[config.mk]
export PLATFORM = sky130hd
export DESIGN_NAME = stopwatch_uart_reporter
export DESIGN_NICKNAME = d
export VERILOG_FILES = /design/src/rtl/stopwatch_uart_reporter_pkg.sv /design/src/rtl/stopwatch_uart_reporter_uart_tx_byte.sv /design/src/rtl/stopwatch_uart_reporter.sv
export SDC_FILE = /design/constraint.sdc
export NUM_CORES = 1
export LEC_CHECK = 0
export ABC_CLOCK_PERIOD_IN_PS = 2300
export CORE_MARGIN = 1.5
export CORE_UTILIZATION = 55
export CTS_BUF_LIST = sky130_fd_sc_hd__clkbuf_8
export CTS_CLUSTER_SIZE = 25
export DETAILED_ROUTE_END_ITERATION = 8
export MAX_ROUTING_LAYER = met4
export PLACE_DENSITY = 0.75
export REMOVE_ABC_BUFFERS = 1
export SLEW_MARGIN = 20
export SYNTH_ARGS = -nofsm -noshare
export SYNTH_HDL_FRONTEND = slang
export SYNTH_HIERARCHICAL = 1
export SYNTH_SLANG_ARGS = --single-unit
[constraint.sdc]
create_clock -name clk -period 2.3 [get_ports clk]
set_input_delay 0.345 -clock clk [delete_from_list [all_inputs] [get_ports clk]]
set_output_delay 0.345 -clock clk [all_outputs]
set_load 0.03 [all_outputs]
[src/rtl/stopwatch_uart_reporter_pkg.sv]
// Shared constants for the stopwatch UART reporter: ASCII codes, FSM encodings
// and the payload byte selection used by the top-level reporter.
package stopwatch_uart_reporter_pkg;

  localparam logic [7:0] ASCII_ZERO  = 8'h30;
  localparam logic [7:0] ASCII_CR    = 8'h0D;
  localparam logic [7:0] ASCII_LF    = 8'h0A;
  localparam logic [7:0] ASCII_QMARK = 8'h3F;

  // Byte transmitter states
  localparam logic [1:0] TX_IDLE  = 2'd0;
  localparam logic [1:0] TX_START = 2'd1;
  localparam logic [1:0] TX_DATA  = 2'd2;
  localparam logic [1:0] TX_STOP  = 2'd3;

  // Reporter states
  localparam logic [0:0] RP_IDLE = 1'b0;
  localparam logic [0:0] RP_SEND = 1'b1;

  // Non-BCD digits become '?' so a corrupted digit is visible on the terminal.
  function automatic logic [7:0] digit_to_ascii(input logic [3:0] d);
    if (d > 4'd9) return ASCII_QMARK;
    return {ASCII_ZERO[7:4], d};
  endfunction

  function automatic logic [7:0] payload_byte(input logic [1:0] idx,
                                              input logic [3:0] tens,
                                              input logic [3:0] ones);
    case (idx)
      2'd0:    return digit_to_ascii(tens);
      2'd1:    return digit_to_ascii(ones);
      2'd2:    return ASCII_CR;
      default: return ASCII_LF;
    endcase
  endfunction

endpackage

[src/rtl/stopwatch_uart_reporter_uart_tx_byte.sv]
// 8N1 byte transmitter, LSB first. valid/ready handshake: a byte is taken on a
// cycle where valid & ready; ready is high in IDLE and on the last STOP cycle.
module uart_tx_byte
  import stopwatch_uart_reporter_pkg::*;
#(
  parameter int CLKS_PER_BIT = 868
) (
  input  logic       clk,
  input  logic       rst,
  input  logic [7:0] data,
  input  logic       valid,
  output logic       ready,
  output logic       tx
);

  localparam int CW = (CLKS_PER_BIT > 1) ? $clog2(CLKS_PER_BIT) : 1;
  localparam logic [CW-1:0] LAST_CNT = CW'(CLKS_PER_BIT - 1);
  localparam logic [CW-1:0] ONE_CNT  = CW'(1);

  logic [1:0]    r_state;
  logic [CW-1:0] r_cnt;
  logic [2:0]    r_bit;
  logic [7:0]    r_shift;
  logic          r_tx;

  logic w_bit_end;
  logic w_accept;

  assign w_bit_end = (r_cnt == LAST_CNT);
  assign ready     = (r_state == TX_IDLE) || ((r_state == TX_STOP) && w_bit_end);
  assign w_accept  = valid && ready;
  assign tx        = r_tx;

  always_ff @(posedge clk or posedge rst) begin
    if (rst) begin
      r_state <= TX_IDLE;
      r_cnt   <= '0;
      r_bit   <= '0;
      r_shift <= '0;
      r_tx    <= 1'b1;
    end else if (w_accept) begin
      // Taking a byte from the last STOP cycle gives back-to-back frames.
      r_state <= TX_START;
      r_cnt   <= '0;
      r_bit   <= '0;
      r_shift <= data;
      r_tx    <= 1'b0;
    end else begin
      case (r_state)
        TX_START: begin
          if (w_bit_end) begin
            r_cnt   <= '0;
            r_bit   <= '0;
            r_state <= TX_DATA;
            r_tx    <= r_shift[0];
          end else begin
            r_cnt <= r_cnt + ONE_CNT;
          end
        end
        TX_DATA: begin
          if (w_bit_end) begin
            r_cnt <= '0;
            if (r_bit == 3'd7) begin
              r_state <= TX_STOP;
              r_tx    <= 1'b1;
            end else begin
              r_bit   <= r_bit + 3'd1;
              r_shift <= {1'b0, r_shift[7:1]};
              r_tx    <= r_shift[1];
            end
          end else begin
            r_cnt <= r_cnt + ONE_CNT;
          end
        end
        TX_STOP: begin
          if (w_bit_end) begin
            r_cnt   <= '0;
            r_state <= TX_IDLE;
          end else begin
            r_cnt <= r_cnt + ONE_CNT;
          end
        end
        default: begin
          r_cnt   <= '0;
          r_state <= TX_IDLE;
          r_tx    <= 1'b1;
        end
      endcase
    end
  end

endmodule

[src/rtl/stopwatch_uart_reporter.sv]
// Sends the two stopwatch digits as "TU\r\n" over 8N1 UART on each send pulse;
// requests arriving while a report is in flight are dropped and flagged.
module stopwatch_uart_reporter
  import stopwatch_uart_reporter_pkg::*;
#(
  parameter int CLK_FREQ_HZ = 100_000_000,
  parameter int BAUD        = 115_200
) (
  input  logic       clk,
  input  logic       rst,
  input  logic       send,
  input  logic [3:0] digit_tens,
  input  logic [3:0] digit_ones,
  output logic       usb_tx,
  output logic       busy,
  output logic       dropped
);

  localparam int CLKS_PER_BIT = CLK_FREQ_HZ / BAUD;

  logic [0:0] r_state;
  logic [1:0] r_idx;
  logic [3:0] r_tens;
  logic [3:0] r_ones;
  logic       r_dropped;

  logic       w_accept;
  logic       w_valid;
  logic       w_ready;
  logic [1:0] w_next_idx;
  logic [7:0] w_data;

  assign w_accept   = (r_state == RP_IDLE) && send;
  assign w_next_idx = r_idx + 2'd1;

  // The first byte goes straight from the live inputs so the start bit
  // appears one cycle after send; later bytes come from the latched digits.
  assign w_valid = w_accept || ((r_state == RP_SEND) && (r_idx != 2'd3));
  assign w_data  = (r_state == RP_IDLE) ? payload_byte(2'd0, digit_tens, digit_ones)
                                        : payload_byte(w_next_idx, r_tens, r_ones);

  uart_tx_byte #(
    .CLKS_PER_BIT(CLKS_PER_BIT)
  ) u_tx (
    .clk  (clk),
    .rst  (rst),
    .data (w_data),
    .valid(w_valid),
    .ready(w_ready),
    .tx   (usb_tx)
  );

  always_ff @(posedge clk or posedge rst) begin
    if (rst) begin
      r_state   <= RP_IDLE;
      r_idx     <= '0;
      r_tens    <= '0;
      r_ones    <= '0;
      r_dropped <= 1'b0;
    end else begin
      r_dropped <= send && (r_state == RP_SEND);
      case (r_state)
        RP_IDLE: begin
          if (send) begin
            r_state <= RP_SEND;
            r_idx   <= '0;
            r_tens  <= digit_tens;
            r_ones  <= digit_ones;
          end
        end
        default: begin
          // r_idx is the byte on the wire; ready marks its final stop cycle.
          if (w_ready) begin
            if (r_idx == 2'd3) begin
              r_state <= RP_IDLE;
              r_idx   <= '0;
            end else begin
              r_idx <= w_next_idx;
            end
          end
        end
      endcase
    end
  end

  assign busy    = (r_state == RP_SEND);
  assign dropped = r_dropped;

endmodule
==> results of run 1 <==
==> power by group <==
| group | internal (W) | switching [W] |
|---|---|---|
| registers | 0.000641 | 0.00000840 |
| clock network | 0.000211 | 0.000226 |
| logic | 0.0000314 | 0.0000234 |
| total | 0.000883 | 0.000258 |
==> final timing paths <==
kind	from	end	slack, ns	depth (start not counted)
max	u_tx/r_bit[0]$_DFFE_PP0P_	u_tx/r_shift[0]$_DFFE_PP0P_	0.16	7
min	rst	r_ones[1]$_DFFE_PP0P_	0.39	2
max reg2reg	u_tx/r_bit[0]$_DFFE_PP0P_	u_tx/r_shift[0]$_DFFE_PP0P_	0.16	7
min reg2reg	u_tx/r_cnt[0]$_DFF_PP0_	u_tx/r_cnt[0]$_DFF_PP0_	0.49	1
max in group asynchronous	rst	r_tens[1]$_DFFE_PP0P_	1.59	2
min in group clk	u_tx/r_cnt[0]$_DFF_PP0_	u_tx/r_cnt[0]$_DFF_PP0_	0.49	1
==> flip-flops by register name (all words and copies together), names as in the netlist <==
register / flops
u_tx/r_cnt: 10
u_tx/r_shift: 8
r_ones: 4
r_tens: 4
u_tx/r_bit: 3
r_idx: 2
u_tx/r_state: 2
busy: 1
dropped: 1
u_tx/tx: 1
==> synthesized netlist by cell type <==
master	n	area (um^2)
nor2b_1	2	12.5
nand2_1	12	45.0
mux2_2	3	33.8
and2_1	3	18.8
nor2_1	17	63.8
o21bai_1	1	7.51
mux2i_1	5	50.1
o31ai_1	1	7.51
o21a_1	1	7.51
dfrtp_1	35	876
inv_1	8	30.0
clkbuf_1	1	3.75
a22oi_1	1	7.51
a31oi_1	2	12.5
buf_6	2	22.5
nand4bb_1	1	11.3
or3_1	2	12.5
and4_1	1	8.76
or4_1	1	7.51
nand4b_4	1	23.8
o22a_1	1	8.76
o21ai_0	6	30.0
a32o_1	1	10.0
and3_1	2	12.5
nor3_1	2	10.0
buf_2	3	15.0
ha_1	13	163
nand3_1	8	40.0
a211oi_1	3	22.5
a221oi_1	1	8.76
nor4_2	1	12.5
xnor2_1	2	17.5
nand2b_1	5	31.3
a21o_1	6	45.0
conb_1	1	3.75
a21oi_1	16	80.1
o211ai_1	3	22.5
nand4_1	2	12.5
xor2_1	7	61.3
a22o_1	1	8.76
or4b_1	1	10.0
dfstp_2	1	26.3
mux2_4	12	180
==> kinds of logic (layout without fill, tap and decap cells) <==
kind of cell	after synthesis	in the layout
simple gates	61	61
flops	36	36
mux	20	20
xor+xnor	9	9
fa+ha+maj	13	13
other cells	1	2
compound gates	44	44
buf+inv	14	40
==> final cells by class <==
type,count,area (um^2)
tap,48,60.1
inverter,8,30.0
sequential,36,902
multi-input combinational,149,1120
timing repair buffer,24,213
clock buffer,5,68.8
clock inverter,3,18.8
fill,283,1240
==> metal layers <==
layer / wire, um / vias to the layer above
li1: - / 752
met1: 1800 / 750
met2: 2080 / 29
met3: 109 / 4
met4: 27 / 0
met5: 0 / -
==> worst max-delay path, cell delays in order (launching register included) <==
cell and delay, ns:
dfrtp_1 0.41, ha_1 0.21, ha_1 0.22, nand2b_1 0.21, nor4_2 0.16, buf_4 0.23
mux2_2 0.35, mux2_4 0.25
==> through the flow <==
step | power [W] | instances
CTS | 0.00116 | 273
global placement | 0.000716 | 265
floorplan | 0.000685 | 193
finish | 0.00114 | 273
global route | 0.00120 | 273
detailed placement | 0.000717 | 265
==> summary.md, run 1 <==
| Metric | Value |
|---|---|
| Status | finished clean |
| Diodes inserted | 0 |
| Area Growth Syn to Fin | 15.4% |
| RSZ-0062 raised after global routing | no |
| Final TNS setup | 0 ns |
| Root Driver | clkbuf_8 |
| Detailed placement HPWL | 3060 um |
| Fin util | 0.660 |
| Grt met1 use | 0.281 |
| DIE AREA | between 4000 and 5000 um^2 |
| Vias in the first global route | 1655 |
| Worst-path fanout max | 11 |
| Largest net degree at the start of global routing | 25 |
| H-tree levels | 2 |
| Most common library cell in the layout ignoring fill and taps | dfrtp_1 |
| CTS tree | built |
| Global route hottest layer | met2 |
| Mapped Area | 2090 um^2 |
| Setup crit end kind | register |
| # DRC | 0 |
| Pre-CTS WS | -0.108 ns |
| Fmax | roughly 470 MHz |
| Largest family of logic cells by synthesized area | simple AND/OR/NAND/NOR gates |
| Met2 Use GR | 0.392 |
| Final setup fails | 0 |
| Seq cells post-synth | 36 |
| Max VDD drop | 0.000446 V |
| Initial core utilization | 0.572 |
| DRT Pass-1 Iters | 4 |
| ANT nets after route | 0 |
| Setup CP Type | register to register |
| Finished Cell Area | 2420 um^2 |
| Hold Crit Class | input port to asynchronous set/reset pin |
| Die width | about 65 um |
| Final GP Congestion | ~0.89 |
| Clock latency on the worst-skew pair | 0.29 ns |
| IO Pins | 14 |
| Die H | 64.7 um |
| WL per Instance | roughly 15 um |
| Clk buf depth | 2 |
| Port Buf Inserts | 13 |
| Final Hold Fails | 0 |
| Sequential cell area fraction in the yosys report | 0.431 |
| DP Area | roughly 2300 um^2 |
| Setup WS post-layout | between 0.15 and 0.2 ns |
| Max-cap violations | 0 |
| Post-CTS setup buffers | 0 |
| # hold bufs at CTS | 0 |
| Global route overflow | 0 |
| Share of layout cells above drive strength 1 | 0.164 |
| Tcrit/Tclk final | 0.930 |
| WP data required | 2.47 ns |
| Post-CTS sizing | 0 |
| Compound-cell area share of the yosys netlist | 0.133 |
| Crit path launch type | register |
| Fraction of synthesized cell area in xor and xnor cells | 0.0376 |
| First-pass GRT wire length | around 7400 um |
| WP data arrival | 2.31 ns |
| Most frequent cells in the layout | dfrtp_1 (35), nor2_1 (17), a21oi_1 (16) |
| Final hold slack | around 0.39 ns |
| Total wire length | about 4000 um |
| Clk sinks | 36 |
| Gr usage total | 0.236 |
| DR vias/cell | 5.62 |
| LEAKAGE | 1.15 nW |
| DR iter-0 viols | 132 |
| M3 GR Usage | 0.0503 |
| Syn Area/Cell | 10.6 um^2 |
| Nets@finish | 248 |
| Core ar. | 3660 um^2 |
| Fin. max-slew vios | 0 |
| Post-Syn Instances | 198 |
| Routed vias | 1535 |
| Post-Synth Adder-Cell Area | 0.0777 |
| Final Critical Period | ~2.1 ns |
| Cts bufs inserted | 5 |
| Pwr per Cell Area | 472 nW/um^2 |
| Simple-Gate Fraction of Synth Area | 0.159 |
| Clk_skew | 0.00733 ns |
| Yosys warns | 6 |
| Post-synthesis cell type count | 43 |
| Row Count | 22 |
| Worst-path clk slew | roughly 0.070 ns |
| Post-synthesis mux area share | 0.126 |
| Initial antenna violation count | 0 |
Note: power is estimated with default switching activity, not from simulation.
==> run 2, diff against run 1 <==
--- a/config.mk
+++ b/config.mk
@@ -6,6 +6,7 @@
 export NUM_CORES = 1
 export LEC_CHECK = 0
 export ABC_CLOCK_PERIOD_IN_PS = 2300
+export CORE_ASPECT_RATIO = 0.75
 export CORE_MARGIN = 1.5
 export CORE_UTILIZATION = 55
 export CTS_BUF_LIST = sky130_fd_sc_hd__clkbuf_8
==> run 2 against run 1 <==
Effect of this change:
- fmax fell by 3.3%
- cell area rose by 1.6%
- register-to-register slack got worse by 0.06 ns
- sequential power barely moved
- critical path depth did not move
==> summary.md, run 2 (synthesis results as in run 1) <==
| Metric | Value |
|---|---|
| Diodes inserted | 0 (unchanged) |
| Number of flip-flops under the largest register name | 10 (unchanged) |
| Final setup fails | 0 (unchanged) |
| Setup crit end kind | register |
| WP data required | 2.47 ns (about the same) |
| Global route overflow | 0 (unchanged) |
| Worst-path clk slew | 0.07 ns (about the same) |
| Most flops, register | u_tx/r_cnt |
| Pre-CTS WS | -0.194 ns (-0.0861 ns) |
| Footprint of the multi-input gates | 1130 um^2 (+0.11%) |
| Initial core utilization | 0.572 (unchanged) |
| Area Growth Syn to Fin | 17.2% |
| Setup WS post-layout | 0.0890 ns (-0.0721 ns) |
| # DRC | 0 (unchanged) |
| Initial antenna violation count | 0 (unchanged) |
| CTS tree | built |
| Max VDD drop | 0.000429 V (-3.7%) |
| Die H | 56.4 um (-13%) |
| Share of layout cells above drive strength 1 | 0.165 (+0.000734) |
| Root Driver | clkbuf_8 |
| Critical-path cell list | clkdlybuf4s50_1 -> nor2b_1 -> a21o_1 -> nand2_1 -> or4_1 -> and2_2 -> mux2_4 |
| Final GP Congestion | 0.930 (+3.9%) |
| LEAKAGE | 1.17 nW (+1.1%) |
| Nets@finish | 247 (-0.40%) |
| DIE AREA | 4190 um^2 (about the same) |
| Pwr per Cell Area | 532 nW/um^2 (+13%) |
| Filler cells | 317 (+12%) |
| First-pass GRT wire length | 7440 um (+0.66%) |
| Crit path launch type | input port |
| Clk_skew | 0.00311 ns (-0.00422 ns) |
| Final Hold Fails | 0 (unchanged) |
| DR iter-0 viols | 86 (-35%) |
| Port Buf Inserts | 13 (unchanged) |
| IO Pins | 14 (unchanged) |
| Largest net degree at the start of global routing | 25 (unchanged) |
| Hold Crit Class | input port to asynchronous set/reset pin |
| RSZ-0062 raised after global routing | no |
| Clock latency on the worst-skew pair | 0.28 ns (about the same) |
| DRT Pass-1 Iters | 4 (unchanged) |
| Routed vias | 1546 (+0.72%) |
| Core ar. | 3660 um^2 (unchanged) |
| Largest registers | u_tx/r_cnt: 10 flops, u_tx/r_shift: 8 flops |
| H-tree levels | 2 (unchanged) |
| Final hold slack | 0.408 ns (+0.0176 ns) |
| Storage cell area | 902 um^2 (unchanged) |
| Die width | 74.3 um (+15%) |
| Fin. max-slew vios | 0 (unchanged) |
| Worst-path fanout max | 7 (-4) |
| Max-cap violations | 0 (unchanged) |
| Setup CP Type | input port to register |
| Most frequent cells in the layout | dfrtp_1 (35), nor2_1 (17), a21oi_1 (16) |
| Row Count | 19 (-14%) |
| DR vias/cell | 5.60 (-0.38%) |
| Clk sinks | 36 (unchanged) |
| Status | finished clean |
| ANT nets after route | 0 (unchanged) |
| Cts bufs inserted | 5 (unchanged) |
| Tcrit/Tclk final | 0.961 (+0.0314) |
| DP Area | 2330 um^2 (-0.11%) |
| Final TNS setup | 0 ns (unchanged) |
| Detailed placement HPWL | 3220 um (+5.2%) |
| Slowest CP cell | or4_1 |
| Total wire length | 4300 um (+7.3%) |
| Finished Cell Area | 2450 um^2 (+1.6%) |
| Slowest stage delay, CP | 0.50 ns (+0.09 ns) |
| Final Critical Period | 2.21 ns (+0.0721 ns) |
| Vias in the first global route | 1581 (-4.5%) |
| WL per Instance | 15.6 um (+6.1%) |
| WP data arrival | 2.38 ns (+0.07 ns) |
| Gr usage total | 0.241 (+0.00473) |
| Most common library cell in the layout ignoring fill and taps | dfrtp_1 |
| Clk buf depth | 2 (unchanged) |
| Fin util | 0.671 (+0.0103) |
| Fmax | 452 MHz (-3.3%) |
run 2: cell types whose count changed in the layout (fill, tap and decap cells not counted), sizes merged:
| cell | delta |
|---|---|
| buf | -1 |
| clkbuf | +2 |
| bufinv | +1 |
| clkinv | -3 |
run 2: what timing repair did:
action | in CTS | in global routing
buffers inserted | 0 | 0
gates resized for setup | 0 | 1
hold buffers | 0 | 0
hold endpoints to repair | 0 | 0
setup endpoints to repair | 0 | 4
run 2: per-layer routing:
metal  vias to the layer above  GRT usage  wire (um)
met5                         -          -          0
met4                         0     0.0805         36
met3                         4     0.0521        158
met2                        36      0.352       1990
met1                       759      0.334       2120
li1                        747          -          -
run 2: final cells by class:
type	count	share of cell area
well taps	52	0.0265
multi-input cells	149	0.459
flip-flops and latches	36	0.367
clock inverters	1	0.0122
repair buffers	23	0.0836
clock buffers	7	0.0392
inverters	8	0.0122
run 2: critical path: cells and delay by family:
kind | cells | cell delay [ns]
and+or+nand+nor | 4 | 1.07
muxes | 1 | 0.32
AOI/OAI and AO/OA | 1 | 0.17
buffers and inverters | 1 | 0.47
run 2: final timing paths:
check,from,end,slack (ns),cells past startpoint
min in group clk,u_tx/r_bit[0]$_DFFE_PP0P_,u_tx/r_bit[0]$_DFFE_PP0P_,0.49,1
worst max-delay path,send,u_tx/r_shift[0]$_DFFE_PP0P_,0.09,7
worst min register to register,u_tx/r_bit[0]$_DFFE_PP0P_,u_tx/r_bit[0]$_DFFE_PP0P_,0.49,1
max in group asynchronous,rst,busy$_DFF_PP0_,1.56,2
worst min-delay path,rst,r_tens[2]$_DFFE_PP0P_,0.41,2
worst max register to register,u_tx/r_bit[0]$_DFFE_PP0P_,u_tx/r_shift[3]$_DFFE_PP0P_,0.10,7
run 2: power by group:
| group | internal, W | switching, W | total, W |
|---|---|---|---|
| logic | 0.0000315 | 0.0000250 | 0.0000565 |
| registers | 0.000641 | 0.00000831 | 0.000649 |
| clock network | 0.000382 | 0.000217 | 0.000599 |
run 2: metrics by stage:
stage | power [W] | std cells
final | 0.00130 | 276
after global routing | 0.00135 | 276
after CTS | 0.00132 | 276
after detailed placement | 0.000718 | 268
after global placement | 0.000715 | 268
after floorplan | 0.000685 | 193
==> run 3, diff against run 2 <==
--- a/config.mk
+++ b/config.mk
@@ -15,7 +15,6 @@
 export MAX_ROUTING_LAYER = met4
 export PLACE_DENSITY = 0.75
 export REMOVE_ABC_BUFFERS = 1
-export SLEW_MARGIN = 20
 export SYNTH_ARGS = -nofsm -noshare
 export SYNTH_HDL_FRONTEND = slang
 export SYNTH_HIERARCHICAL = 1
==> results of run 3 <==
Final layout, timing and power as in run 2 (identical DEF).
